**src/rtl/slap_spr_dma.sv**
```systemverilog
// Sprite-RAM copy engine: on each vblank rising edge copies LEN words from the
// source RAM into the write bank of a double-banked line buffer, then flips banks.
module slap_spr_dma #(
  parameter int AW  = 11,
  parameter int DW  = 8,
  parameter int LEN = 2048
) (
  input  logic          clk,
  input  logic          reset,
  input  logic          cen,
  input  logic          vblank,
  output logic [AW-1:0] src_addr,
  input  logic [DW-1:0] src_q,
  output logic [AW:0]   dst_addr,
  output logic [DW-1:0] dst_data,
  output logic          dst_nWE,
  output logic          busy,
  output logic          done,
  output logic          disp_bank,
  output logic [1:0]    state_dbg
);

  typedef enum logic [1:0] {IDLE, PRIME, COPY, FLIP} state_t;

  localparam logic [AW-1:0] LAST = AW'(LEN - 1);

  state_t        state;
  logic          wr_bank;
  logic          vblank_d;
  logic [AW-1:0] wr_idx;
  logic          trigger;

  assign trigger   = cen & vblank & ~vblank_d;
  assign disp_bank = ~wr_bank;
  assign state_dbg = state;

  // Buffer write protocol: dst_addr/dst_data are valid while dst_nWE=0, which
  // lasts exactly one clk per word; the buffer samples them on the next clk edge.
  // There is no back-pressure: the buffer must accept every strobed word.
  always_ff @(posedge clk) begin
    if (reset) begin
      state    <= IDLE;
      src_addr <= '0;
      dst_addr <= '0;
      dst_data <= '0;
      dst_nWE  <= 1'b1;
      busy     <= 1'b0;
      done     <= 1'b0;
      wr_bank  <= 1'b0;
      vblank_d <= 1'b0;
      wr_idx   <= '0;
    end else begin
      dst_nWE <= 1'b1;
      done    <= 1'b0;
      if (cen) vblank_d <= vblank;
      case (state)
        IDLE: begin
          src_addr <= '0;
          if (trigger) begin
            state  <= PRIME;
            busy   <= 1'b1;
            wr_idx <= '0;
          end
        end
        PRIME: begin
          // The RAM registers ram[0] on this same cen edge.
          if (cen) begin
            src_addr <= AW'(1);
            state    <= COPY;
          end
        end
        COPY: begin
          if (cen) begin
            dst_addr <= {wr_bank, wr_idx};
            dst_data <= src_q;
            dst_nWE  <= 1'b0;
            wr_idx   <= wr_idx + 1'b1;
            src_addr <= src_addr + 1'b1;
            if (wr_idx == LAST) state <= FLIP;
          end
        end
        FLIP: begin
          done     <= 1'b1;
          busy     <= 1'b0;
          wr_bank  <= ~wr_bank;
          src_addr <= '0;
          state    <= IDLE;
        end
        default: state <= IDLE;
      endcase
    end
  end

endmodule

```
**config.mk**
```make
export PLATFORM = sky130hd
export DESIGN_NAME = slap_spr_dma
export DESIGN_NICKNAME = d
export VERILOG_FILES = /design/src/rtl/slap_spr_dma.sv
export SDC_FILE = /design/constraint.sdc
export NUM_CORES = 1
export LEC_CHECK = 0
export CORE_MARGIN = 4
export CORE_UTILIZATION = 45
export DETAILED_ROUTE_END_ITERATION = 8
export PLACE_DENSITY_LB_ADDON = 0.25
export SKIP_CTS_REPAIR_TIMING = 1
export SYNTH_ARGS = -nofsm -noshare
export SYNTH_HDL_FRONTEND = slang
export SYNTH_SLANG_ARGS = --single-unit
```
**constraint.sdc**
```tcl
create_clock -name clk -period 4.3 [get_ports clk]
set_clock_uncertainty 0.05 [all_clocks]
set_input_delay 0.86 -clock clk [delete_from_list [all_inputs] [get_ports clk]]
set_output_delay 0.86 -clock clk [all_outputs]
set_load 0.01 [all_outputs]
```
* Word level (Yosys, flattened, before mapping)
Cells that the tools add are included.
** Storage, ports and cells
- Flip-flop bits (word level) :: 49
- Bits of input ports :: 12
- Output and inout bits :: 37
- Word-level logic and storage cells :: 50
** Operators by class
- $add $sub $neg :: 2
- Eq/ne operators :: 8
- Muxes and demuxes :: 15
- Bitwise logic cells :: 5
- Reductions and logical operators :: 10
** Operator list (count)
- two-way mux 11 bit :: 4
- case mux 11 bit (3 select lines) :: 1
- adder 11 x 1 -> 11 bit, second input constant :: 2
- case mux 11 bit (2 select lines) :: 1
- equality test 11 bit, second input constant :: 1
- two-way mux 2 bit :: 4
- inequality test 2 bit, second input constant :: 4
- case mux 2 bit (4 select lines) :: 1
- AND reduction 2 bit :: 3
- equality test 2 bit, second input constant :: 2
- AND reduction 4 bit :: 1
- nonzero test 2 bit :: 2
- OR reduction 2 bit :: 2
- two-way mux 1 bit :: 3
- NOT 1 bit :: 3
- AND reduction 3 bit :: 1
- bitwise AND 1 bit :: 2
- equality test 2 x 1 -> 1 bit, second input constant :: 1
- logical NOT 2 bit :: 1
- case mux 1 bit (2 select lines) :: 1

* Logic depth before layout (Yosys ltp)
- Depth after elaboration :: 4
- Depth in mapped cells :: 7
- Mapped depth without buffers :: 6

* Least setup slack after synthesis
OpenSTA, ideal clock, no wires.
- Kind :: in2reg
- Start point :: input port cen
- End point :: register wr_idx[5]
- Library setup time :: 0.069 ns
- Data arrival time :: 1.883 ns
- Data required time :: 4.181 ns
- Path slack :: 2.298 ns
- Stages on the path :: 5
- Path buffers :: 1
- Path through :: buf_6 and3b_4 a21o_4 or4_1 o21ai_1
** On the way
- Cells in the longest elaborated chain, start to end :: 4
- Elaborated cells between the ends (all ways) :: 5
- Those cells by class :: 2 x eq/ne; 2 x bitwise; 1 x reduce/logical
** Ends and longest elaborated chain
- from (decl) :: line 10 : input logic cen,
- bitwise AND 1 bit (2 in a row) :: line 33 : assign trigger = cen & vblank & ~vblank_d;
- inequality test 2 bit (no line)
- AND reduction 3 bit (no line) (*)
- to (signal assigned) :: line 77 : wr_idx <= wr_idx + 1'b1;
- to (decl) :: line 30 : logic [AW-1:0] wr_idx;
Mark *: on every way between the ends. The rest lies on a longest branch, timed or not.
A chain may end at the register's enable or synchronous reset.

* Worst setup path after layout
- Start point :: input port cen
- End point :: register src_addr[5]
** On the way
- Cells in the longest elaborated chain, start to end :: 2
- Elaborated cells between the ends (all ways) :: 3
- Those cells by class :: 2 x eq/ne; 1 x reduce/logical
** Ends and longest elaborated chain
- inequality test 2 bit (no line)
- AND reduction 2 bit (no line) (*)
- to (signal assigned) :: line 78 : src_addr <= src_addr + 1'b1;
- to (decl) :: line 12 : output logic [AW-1:0] src_addr,
Marked as above.

==> results.sh <==
export IMPL_hold_ws_ns=0.409
export IMPL_synth_seq_cells=49
export IMPL_synth_cell_types=42
export IMPL_antenna_found_initial=0
export IMPL_netlist_top_cells_area="dfxtp_1 (44%), nand2_1 (9.1%), a21oi_1 (8.1%), ha_1 (3.9%), o21ai_0 (3.4%)"
export IMPL_fmax_ghz=0.394
export IMPL_drtPass1Iterations=4
export IMPL_cp_required_ns=4.49
export IMPL_fin_crit_sh=0.591
export IMPL_n_antenna_cell=0
export IMPL_synth_fa_ha_area_frac=0.0391
export IMPL_syn_nets=294
export IMPL_cts_tree="done"
export IMPL_syn_inst=275
export IMPL_synth_top_family_by_area="simple AND/OR/NAND/NOR gates"
export IMPL_slew_headroom=0.494
export IMPL_place_inst=377
export IMPL_p_leak_uw=0.000955
export IMPL_cp_start_kind="primary input"
export IMPL_setup_viol_count_final=0
export IMPL_critPathMaxFanout=21
export IMPL_area_growth_pct=26.5
export IMPL_synth_area_um2=2240
export IMPL_yosysTopAreaCell="dfxtp_1"
export IMPL_grt_pass1_vias=1809
export IMPL_io_pins=49
export IMPL_cts_max_path_buffers=2
export IMPL_synthSimpleGateAreaFrac=0.243
export IMPL_clockRootBuffer="clkbuf_8"
export IMPL_drive_above_1_share=0.0377
export IMPL_die_w_um=78.5
export IMPL_num_rows=25
export IMPL_netlist_area_leader_share=0.438
export IMPL_grt_util_all_layers=0.171
export IMPL_layout_cells_non_filler=385
export IMPL_antenna_left=0
export IMPL_crit_arrival_ns=2.73
export IMPL_portBuffers=48
export IMPL_coreArea_um2=4750
export IMPL_fin_setup_tns_ns=0
export IMPL_wirelength_um=4940
export IMPL_power_density_nw_per_um2=400
export IMPL_drv_cap=0
export IMPL_drt_iter0_drc=154
export IMPL_worstMarginPinSlew_ns=0.759
export IMPL_synth_compound_area_frac=0.188
export IMPL_holdCritPathClass="register to register"
export IMPL_fin_crit_ns=2.54
export IMPL_die_h_um=78.5
export IMPL_place_congestion=0.839
export IMPL_synthMuxAreaShare=0.0179
export IMPL_grt_max_degree=43
export IMPL_wl_per_cell_um=12.8
export IMPL_clk_latency_ns=0.30
export IMPL_drv_slew=0
export IMPL_end_kind="register"
export IMPL_die_area_um2=6160
export IMPL_fill_cells=450
export IMPL_clk_pin_slew_ns=0.09
export IMPL_cts_made_buffers=5
export IMPL_drcViolationCount=0
export IMPL_yosysSeqAreaShare=0.438
export IMPL_max_vdd_ir_drop_mv=0.214
export IMPL_grt_pass1_wl_um=8740
export IMPL_crit_type="primary input to register"
export IMPL_htree_levels=2
export IMPL_dp_hpwl_um=3450
export IMPL_synth_avg_cell_area_um2=8.14
export IMPL_via_per_inst=5.23
export IMPL_post_route_cell_area_um2=2830
export IMPL_synth_xor_area_frac=0.0274
export IMPL_nNetsFinal=336
export IMPL_vias=2013
export IMPL_grt_overflow_total=0
export IMPL_yosys_warnings=0
export IMPL_floorplan_initialDensity=0.471
export IMPL_dpl_instance_area_um2=2740
export IMPL_status="finished clean"
export IMPL_cts_sinks=49
export IMPL_hold_violations=0
export IMPL_rsz0062_at_grt="false"
==> worst paths after layout <==
| check | endpoint | start | cells after the start | slack, ns |
|---|---|---|---|---|
| max | src_addr[5]$_SDFFE_PP0P_ | cen | 5 | 1.76 |
| max reg2reg | wr_idx[8]$_SDFFE_PP0P_ | state_dbg[0]$_SDFFE_PP0P_ | 6 | 2.01 |
| min | dst_data[1]$_SDFFE_PP0P_ | dst_data[1]$_SDFFE_PP0P_ | 2 | 0.41 |
| min reg2reg | dst_data[1]$_SDFFE_PP0P_ | dst_data[1]$_SDFFE_PP0P_ | 2 | 0.41 |
==> flip-flops by register name, summed over array words and instances, names as in the netlist <==
signal / flops
dst_addr: 12
src_addr: 11
wr_idx: 11
dst_data: 8
state_dbg: 2
busy: 1
done: 1
dst_nWE: 1
vblank_d: 1
wr_bank: 1
==> cell type report <==
type | count | area [um^2] | area share
clock buffer | 5 | 68.8 | 0.0243
clock inverter | 3 | 21.3 | 0.00752
tap | 67 | 83.8 | 0.0296
timing repair buffer | 49 | 488 | 0.172
sequential | 49 | 981 | 0.347
inverter | 9 | 33.8 | 0.0119
multi-input combinational | 203 | 1150 | 0.408
==> report_power, final <==
part           internal (uW)  switching (uW)  leakage [uW]  total (uW)
sequential               482            26.2      0.000396         509
combinational            152             197      0.000515         350
clock                    116             158     0.0000445         274
==> layer usage <==
layer  GRT usage  share of wire  up-vias
li1            -              -     1032
met1       0.242           0.48      931
met2       0.267           0.46       44
met3      0.0367          0.048        6
met4      0.0367         0.0091        0
met5           0              0        -
==> worst max-delay path: stages <==
cell and delay [ns]:
clkdlybuf4s50_1 0.83, nand2_1 0.57, nor2_1 0.22, nand3_1 0.09
a21oi_1 0.15
==> cell usage after synthesis <==
library cell and number:
o41ai_1 1, o21ai_1 1, nand3_1 5, a21o_4 1, o21a_1 2, o21bai_1 1, and3_1 3, mux2i_1 4
a32oi_1 1, a41oi_1 1, clkbuf_1 4, or3_1 5, o2111ai_1 5, nand3b_1 2, nand2b_1 4, and3b_1 1
o211ai_1 3, and4_1 1, nand4bb_1 1, inv_1 9, nor2b_1 4, nand2_1 54, xor2_1 4, ha_1 7
nand4_1 3, and3b_4 1, nor4_1 2, nor2_1 19, a31oi_1 2, o21ai_0 15, and2_1 5, buf_2 7
nor3_1 2, a21oi_1 36, a2bb2oi_1 1, buf_1 2, buf_6 1, or4_1 1, o21ba_2 1, xnor2_1 3
nor3b_1 1, dfxtp_1 49
==> cells by family (layout without fill, tap and decap cells) <==
| logic type | Yosys count | after routing |
|---|---|---|
| AOI/OAI and AO/OA | 71 | 71 |
| xor gates and xnor gates | 7 | 7 |
| adders and majority gates | 7 | 7 |
| buffers and inverters | 23 | 66 |
| DFF | 49 | 49 |
| muxes | 4 | 4 |
| and+or+nand+nor | 114 | 114 |
==> layout by cell type (no fill, tap or decap), types with 2 or more instances in the layout <==
master | Yosys | final
or3_1 | 5 | 5
and3_1 | 3 | 3
and2_1 | 5 | 5
nand3b_1 | 2 | 2
ha_1 | 7 | 7
nor4_1 | 2 | 2
o211ai_1 | 3 | 3
xnor2_1 | 3 | 3
nor3_1 | 2 | 2
nand3_1 | 5 | 5
clkbuf_8 | 0 | 5
nor2_1 | 19 | 19
nand2_1 | 54 | 54
dfxtp_1 | 49 | 49
o21a_1 | 2 | 2
a21oi_1 | 36 | 36
a31oi_1 | 2 | 2
nand4_1 | 3 | 3
mux2i_1 | 4 | 4
o21ai_0 | 15 | 15
nand2b_1 | 4 | 4
inv_1 | 9 | 9
o2111ai_1 | 5 | 5
clkdlybuf4s50_1 | 0 | 48
nor2b_1 | 4 | 4
xor2_1 | 4 | 4
==> per-stage QoR <==
| step | power (uW) | setup slack, ns | util |
|---|---|---|---|
| global route | 1210 | 1.48 | 0.595 |
| global placement | 864 | 1.46 | 0.576 |
| floorplan | 760 | 2.30 | - |
| detailed placement | 869 | 1.43 | 0.576 |
| CTS | 1140 | 1.74 | 0.595 |
| finish | 1130 | 1.76 | 0.595 |
Power figures use the tool's default switching activity.
